### config.mk
export PLATFORM = sky130hd
export DESIGN_NAME = slice_loader
export DESIGN_NICKNAME = d
export VERILOG_FILES = /design/src/rtl/slice_loader_pkg.sv /design/src/rtl/slice_loader_buffer.sv /design/src/rtl/slice_loader.sv
export SDC_FILE = /design/constraint.sdc
export NUM_CORES = 2
export LEC_CHECK = 0
export ABC_AREA = 1
export CORE_AREA = 2 2 643 645
export DETAILED_ROUTE_END_ITERATION = 6
export DIE_AREA = 0 0 645 647
export PLACE_DENSITY_LB_ADDON = 0.05
export SYNTH_ARGS = -nofsm -noshare
export SYNTH_HDL_FRONTEND = slang
export SYNTH_SLANG_ARGS = --single-unit
### constraint.sdc
create_clock -name clk -period 2.3 [get_ports clk]
set_clock_uncertainty 0.1 [all_clocks]
set_input_delay 0.46 -clock clk [delete_from_list [all_inputs] [get_ports clk]]
set_output_delay 0.46 -clock clk [all_outputs]
set_load 0.005 [all_outputs]
### src/rtl/slice_loader_pkg.sv
// +------------------------------------------------------------------+
// | slice_loader_pkg : shared constants and types for slice loading   |
// | Rev 1.0 - initial release                                         |
// +------------------------------------------------------------------+
`default_nettype none

package slice_loader_pkg;
  localparam int SLICE_W = 25;
  localparam int DEPTH   = 64;
  localparam int IDX_W   = 6;

  localparam logic [IDX_W-1:0] LAST_IDX = IDX_W'(DEPTH - 1);

  typedef logic [SLICE_W-1:0] slice_t;

  typedef enum logic [1:0] {
    LOAD = 2'd0,
    FIRE = 2'd1,
    WAIT = 2'd2,
    DONE = 2'd3
  } state_e;
endpackage

`default_nettype wire

### src/rtl/slice_loader_buffer.sv
// +------------------------------------------------------------------+
// | slice_buffer : ENTRIES x WIDTH register array, one indexed write  |
// | Rev 1.0 - initial release                                         |
// +------------------------------------------------------------------+
`default_nettype none

module slice_buffer #(
  parameter int WIDTH    = 25,
  parameter int ENTRIES  = 64,
  parameter int IDX_BITS = 6
) (
  input  logic                clk,
  input  logic                rst,
  input  logic                we_i,
  input  logic [IDX_BITS-1:0] idx_i,
  input  logic [WIDTH-1:0]    data_i,
  output logic [WIDTH-1:0]    data_o [0:ENTRIES-1]
);

  for (genvar g = 0; g < ENTRIES; g++) begin : g_entry
    logic [WIDTH-1:0] entry_q;

    always_ff @(posedge clk or negedge rst) begin
      if (!rst) begin
        entry_q <= '0;
      end else if (we_i && (idx_i == IDX_BITS'(g))) begin
        entry_q <= data_i;
      end
    end

    assign data_o[g] = entry_q;
  end

endmodule

`default_nettype wire

### src/rtl/slice_loader.sv
// +------------------------------------------------------------------+
// | slice_loader : fills a 64-slice buffer, fires the datapath, waits |
// | Rev 1.0 - initial release                                         |
// +------------------------------------------------------------------+
`default_nettype none

module slice_loader
  import slice_loader_pkg::*;
(
  input  logic   clk,
  input  logic   rst,
  input  logic   flush,
  input  logic   in_valid,
  input  slice_t in_slice,
  output logic   in_ready,
  output slice_t out [0:DEPTH-1],
  output logic   start_instances,
  input  logic   all_ready,
  output logic   done,
  output logic   busy
);

  state_e           state_q;
  logic [IDX_W-1:0] idx_q;
  logic             armed_q;
  logic             in_ready_q;
  logic             start_q;
  logic             done_q;
  logic             busy_q;
  logic             wr_en;

  // in_ready_q is high exactly in LOAD, so this is the accept condition
  assign wr_en = in_valid & in_ready_q & ~flush;

  slice_buffer #(
    .WIDTH    (SLICE_W),
    .ENTRIES  (DEPTH),
    .IDX_BITS (IDX_W)
  ) u_buffer (
    .clk    (clk),
    .rst    (rst),
    .we_i   (wr_en),
    .idx_i  (idx_q),
    .data_i (in_slice),
    .data_o (out)
  );

  always_ff @(posedge clk or negedge rst) begin
    if (!rst) begin
      state_q    <= LOAD;
      idx_q      <= '0;
      armed_q    <= 1'b0;
      in_ready_q <= 1'b1;
      start_q    <= 1'b0;
      done_q     <= 1'b0;
      busy_q     <= 1'b0;
    end else if (flush) begin
      state_q    <= LOAD;
      idx_q      <= '0;
      armed_q    <= 1'b0;
      in_ready_q <= 1'b1;
      start_q    <= 1'b0;
      done_q     <= 1'b0;
      busy_q     <= 1'b0;
    end else begin
      case (state_q)
        LOAD: begin
          if (in_valid) begin
            idx_q <= idx_q + 1'b1;
            if (idx_q == LAST_IDX) begin
              state_q    <= FIRE;
              in_ready_q <= 1'b0;
              start_q    <= 1'b1;
              busy_q     <= 1'b1;
            end
          end
        end
        FIRE: begin
          state_q <= WAIT;
          start_q <= 1'b0;
          armed_q <= 1'b0;
        end
        WAIT: begin
          // first WAIT cycle only arms: instances may still show stale ready
          if (armed_q && all_ready) begin
            state_q <= DONE;
            busy_q  <= 1'b0;
            done_q  <= 1'b1;
          end else begin
            armed_q <= 1'b1;
          end
        end
        DONE: begin
          state_q    <= LOAD;
          done_q     <= 1'b0;
          in_ready_q <= 1'b1;
        end
        default: begin
          state_q    <= LOAD;
          in_ready_q <= 1'b1;
        end
      endcase
    end
  end

  assign in_ready        = in_ready_q;
  assign busy            = busy_q;
  assign start_instances = start_q & ~flush;
  assign done            = done_q & ~flush;

endmodule

`default_nettype wire

==> impl_metrics.env <==
export IMPL_setup_slack_ns=-0.0454
export IMPL_worstPathMaxFanout=7
export IMPL_final_util_pct=24.6
export IMPL_cellPowerDensity_nw_per_um2=734
export IMPL_drc=0
export IMPL_grt_max_degree=78
export IMPL_port_buffers=1633
export IMPL_most_common_layout_cells="1749 x nand2_1, 1610 x dfrtp_1, 1101 x dlygate4sd2_1, 982 x o21ai_0, 380 x nand3_1"
export IMPL_max_stage_delay_ns=0.54
export IMPL_clockRootBuffer="clkbuf_16"
export IMPL_critPathTopFamily="buffers and inverters"
export IMPL_synth_top_family_by_area="simple AND/OR/NAND/NOR gates"
export IMPL_p_switching_mw=20.9
export IMPL_yosys_area_top_type="dfrtp_1"
export IMPL_cts_sinks=1613
export IMPL_fin_area_um2=101000
export IMPL_drt_pass1_iterations=7
export IMPL_final_nets=8292
export IMPL_cts_max_level=4
export IMPL_fin_crit_sh_pct=102
export IMPL_p_clk_share_pct=48.0
export IMPL_hold_class="in2reg"
export IMPL_dp_slack_ns=-0.645
export IMPL_yosysUniqueCellTypes=24
export IMPL_maxCapViolCount=0
export IMPL_synthMuxAreaShare_pct=0
export IMPL_p_comb_share_pct=11.6
export IMPL_viasPerCell=3.85
export IMPL_gp_congestion=0.760
export IMPL_worstSetupStartpointType="flop"
export IMPL_antenna_left=0
export IMPL_switching_share_pct=28.1
export IMPL_dieArea_um2=417000
export IMPL_hold_viol=0
export IMPL_cts_clk_slew_worst_paths_ns=0.06
export IMPL_tightest_slew_ns=0.693
export IMPL_synth_area_leaders="dfrtp_1 67%, nand2_1 13%, o21ai_0 9.0%, nand3_1 4.1%, clkbuf_1 2.7%"
export IMPL_drt_wl_total_um=430000
export IMPL_synthSimpleGateAreaFrac_pct=18.0
export IMPL_coreArea_um2=411000
export IMPL_synth_compound_area_share_pct=9.49
export IMPL_outcome="finished with violations"
export IMPL_synth_xor_xnor_area_share_pct=0
export IMPL_crit_chain="buf_6, nand3_4, buf_12, buf_8, nor2_4, buf_12, buf_12, nand2_8, buf_16, nand2_4, o21ai_2"
export IMPL_synth_area_per_cell_um2=9.61
export IMPL_seqPwrFrac_pct=40.4
export IMPL_synth_fp_nets=6294
export IMPL_grt_pass1_wl_um=550000
export IMPL_antenna_found_initial=43
export IMPL_rsz0062_at_grt="true"
export IMPL_gr_total_overflow=0
export IMPL_cts_tree="built"
export IMPL_die_x_um=645
export IMPL_grt_use_total_pct=19.6
export IMPL_grt_pass1_vias=53700
export IMPL_fin_crit_ns=2.35
export IMPL_cts_buffers=216
export IMPL_setup_tns_ns=-0.996
export IMPL_initial_core_util_pct=14.6
export IMPL_io_pins=1634
export IMPL_synth_top_cell_area_share_pct=67.1
export IMPL_dieHeight_um=647
export IMPL_dpl_instance_area_um2=86600
export IMPL_rows=236
export IMPL_area_delta_synth_final_pct=68.5
export IMPL_clk_path_buf_depth=4
export IMPL_setup_violations=65
export IMPL_drtIter0Drc=3736
export IMPL_synth_ff_latch_count=1613
export IMPL_p_int_mw=53.4
export IMPL_slew_viol_final=0
export IMPL_max_clock_freq_mhz=426
export IMPL_dr_total_vias=53600
export IMPL_drive_gt1_share_pct=22.7
export IMPL_yosysWarnings=0
export IMPL_slew_headroom_pct=53.8
export IMPL_clk_latency_ns=0.91
export IMPL_wl_per_cell_um=30.9
export IMPL_violations="setup timing"
export IMPL_crit_buf_inv=6
export IMPL_synth_adder_area_share_pct=0.167
export IMPL_seq_area_frac_synth_pct=67.2
export IMPL_critPathCaptureType="flop"
export IMPL_cp_required_ns=2.98
export IMPL_synth_cells=6256
export IMPL_dp_hpwl_um=283000
export IMPL_cp_slowest_cell="dfstp_2"
export IMPL_cellLeakagePower_nw=50.1
export IMPL_path_common_cell="buf_12"
export IMPL_critical_path_class="reg2reg"
export IMPL_worstPathArrival_ns=3.03
export IMPL_reg2reg_setup_slack_ns=-0.05
export IMPL_layout_commonest_cell="nand2_1"
export IMPL_synth_cell_area_um2=60100
export IMPL_worst_ir_drop_vdd_uv=579
[Yosys cell counts, drive strengths merged]
cell	count
a21oi	3
dfstp	1
or2	2
nor3	14
dfrtp	1612
ha	8
nand3	490
nand2	2162
nand4	5
inv	281
nor2	24
o21ai	1135
buf	77
clkbuf	441
o21bai	1
[power by group through the flow]
stage / registers, mW / logic, mW / clock network [mW]
after floorplan: 30.4 / 1.69 / 0
after global placement: 30.5 / 7.90 / 0
after detailed placement: 30.5 / 7.91 / 0
after CTS: 30.0 / 8.71 / 37.0
after global routing: 30.1 / 9.23 / 38.0
final: 30.0 / 8.62 / 35.7
[worst reg2reg max path, cell delays in order, from the launching register on]
cell,delay (ns)
dfstp_2,0.54
buf_6,0.14
nand3_4,0.17
buf_12,0.20
buf_8,0.12
nor2_4,0.11
buf_12,0.15
buf_12,0.16
nand2_8,0.14
buf_16,0.20
nand2_4,0.16
o21ai_2,0.05
[kinds of logic (layout without fill, tap and decap cells)]
| group | count (synthesis) | count (layout) |
|---|---|---|
| other cells | 0 | 16 |
| simple gates | 2697 | 2697 |
| compound gates | 1139 | 1139 |
| flops | 1613 | 1613 |
| fa+ha+maj | 8 | 8 |
| buf+inv | 799 | 2971 |
[worst paths after layout]
kind                                                                to                                  startpoint  cells past startpoint
hold reg to reg             u_buffer.g_entry[2].entry_q[8]$_DFFE_PN0P_  u_buffer.g_entry[2].entry_q[8]$_DFFE_PN0P_                      2
max in group asynchronous  u_buffer.g_entry[61].entry_q[5]$_DFFE_PN0P_                                         rst                      4
hold / removal             u_buffer.g_entry[27].entry_q[9]$_DFFE_PN0P_                                 in_slice[9]                      4
min in group asynchronous  u_buffer.g_entry[37].entry_q[4]$_DFFE_PN0P_                                         rst                      3
setup / recovery           u_buffer.g_entry[55].entry_q[0]$_DFFE_PN0P_                        in_ready$_DFFE_PN1P_                     11
setup reg to reg           u_buffer.g_entry[55].entry_q[0]$_DFFE_PN0P_                        in_ready$_DFFE_PN1P_                     11
[sequential cells by signal, indices dropped and copies added, names as in the netlist]
signal	count
armed_q	1
busy	1
done_q	1
idx_q	6
in_ready	1
start_q	1
state_q	2
u_buffer.g_entry.entry_q	1600
[through the flow]
stage / instances / hold WS (ns) / power, mW
5_1_grt: 13900 / 0.0718 / 77.4
3_3_place_gp: 13200 / 0.328 / 38.3
2_1_floorplan: 6256 / 0.0644 / 32.1
4_1_cts: 13900 / 0.0226 / 75.7
3_5_place_dp: 13200 / 0.325 / 38.4
6_report: 13900 / 0.109 / 74.3
[layout make-up]
type | instances | area, µm²
Tap cell | 5474 | 6850
Sequential cell | 1613 | 40400
Fill cell | 44200 | 310000
Clock buffer | 331 | 6460
Multi-Input combinational cell | 3844 | 19600
Antenna cell | 16 | 40.0
Timing Repair Buffer | 2298 | 26000
Inverter | 281 | 1080
Clock inverter | 61 | 847
[timing repair]
item | in CTS | in global routing
pin swaps | 103 | 85
endpoints found under the hold margin | 989 | 0
resized for setup | 2868 | 572
setup buffers | 147 | 28
hold buffers | 20 | 0
setup endpoints to repair | 2149 | 1216
cloned | 94 | 44
[layer usage]
metal	GRT usage (%)	part of all wire [%]
met1	22.9	39
met2	34.9	51
met3	5.70	7.4
met4	4.90	2.8
met5	0	0.028
(Power assumes the default switching activity.)
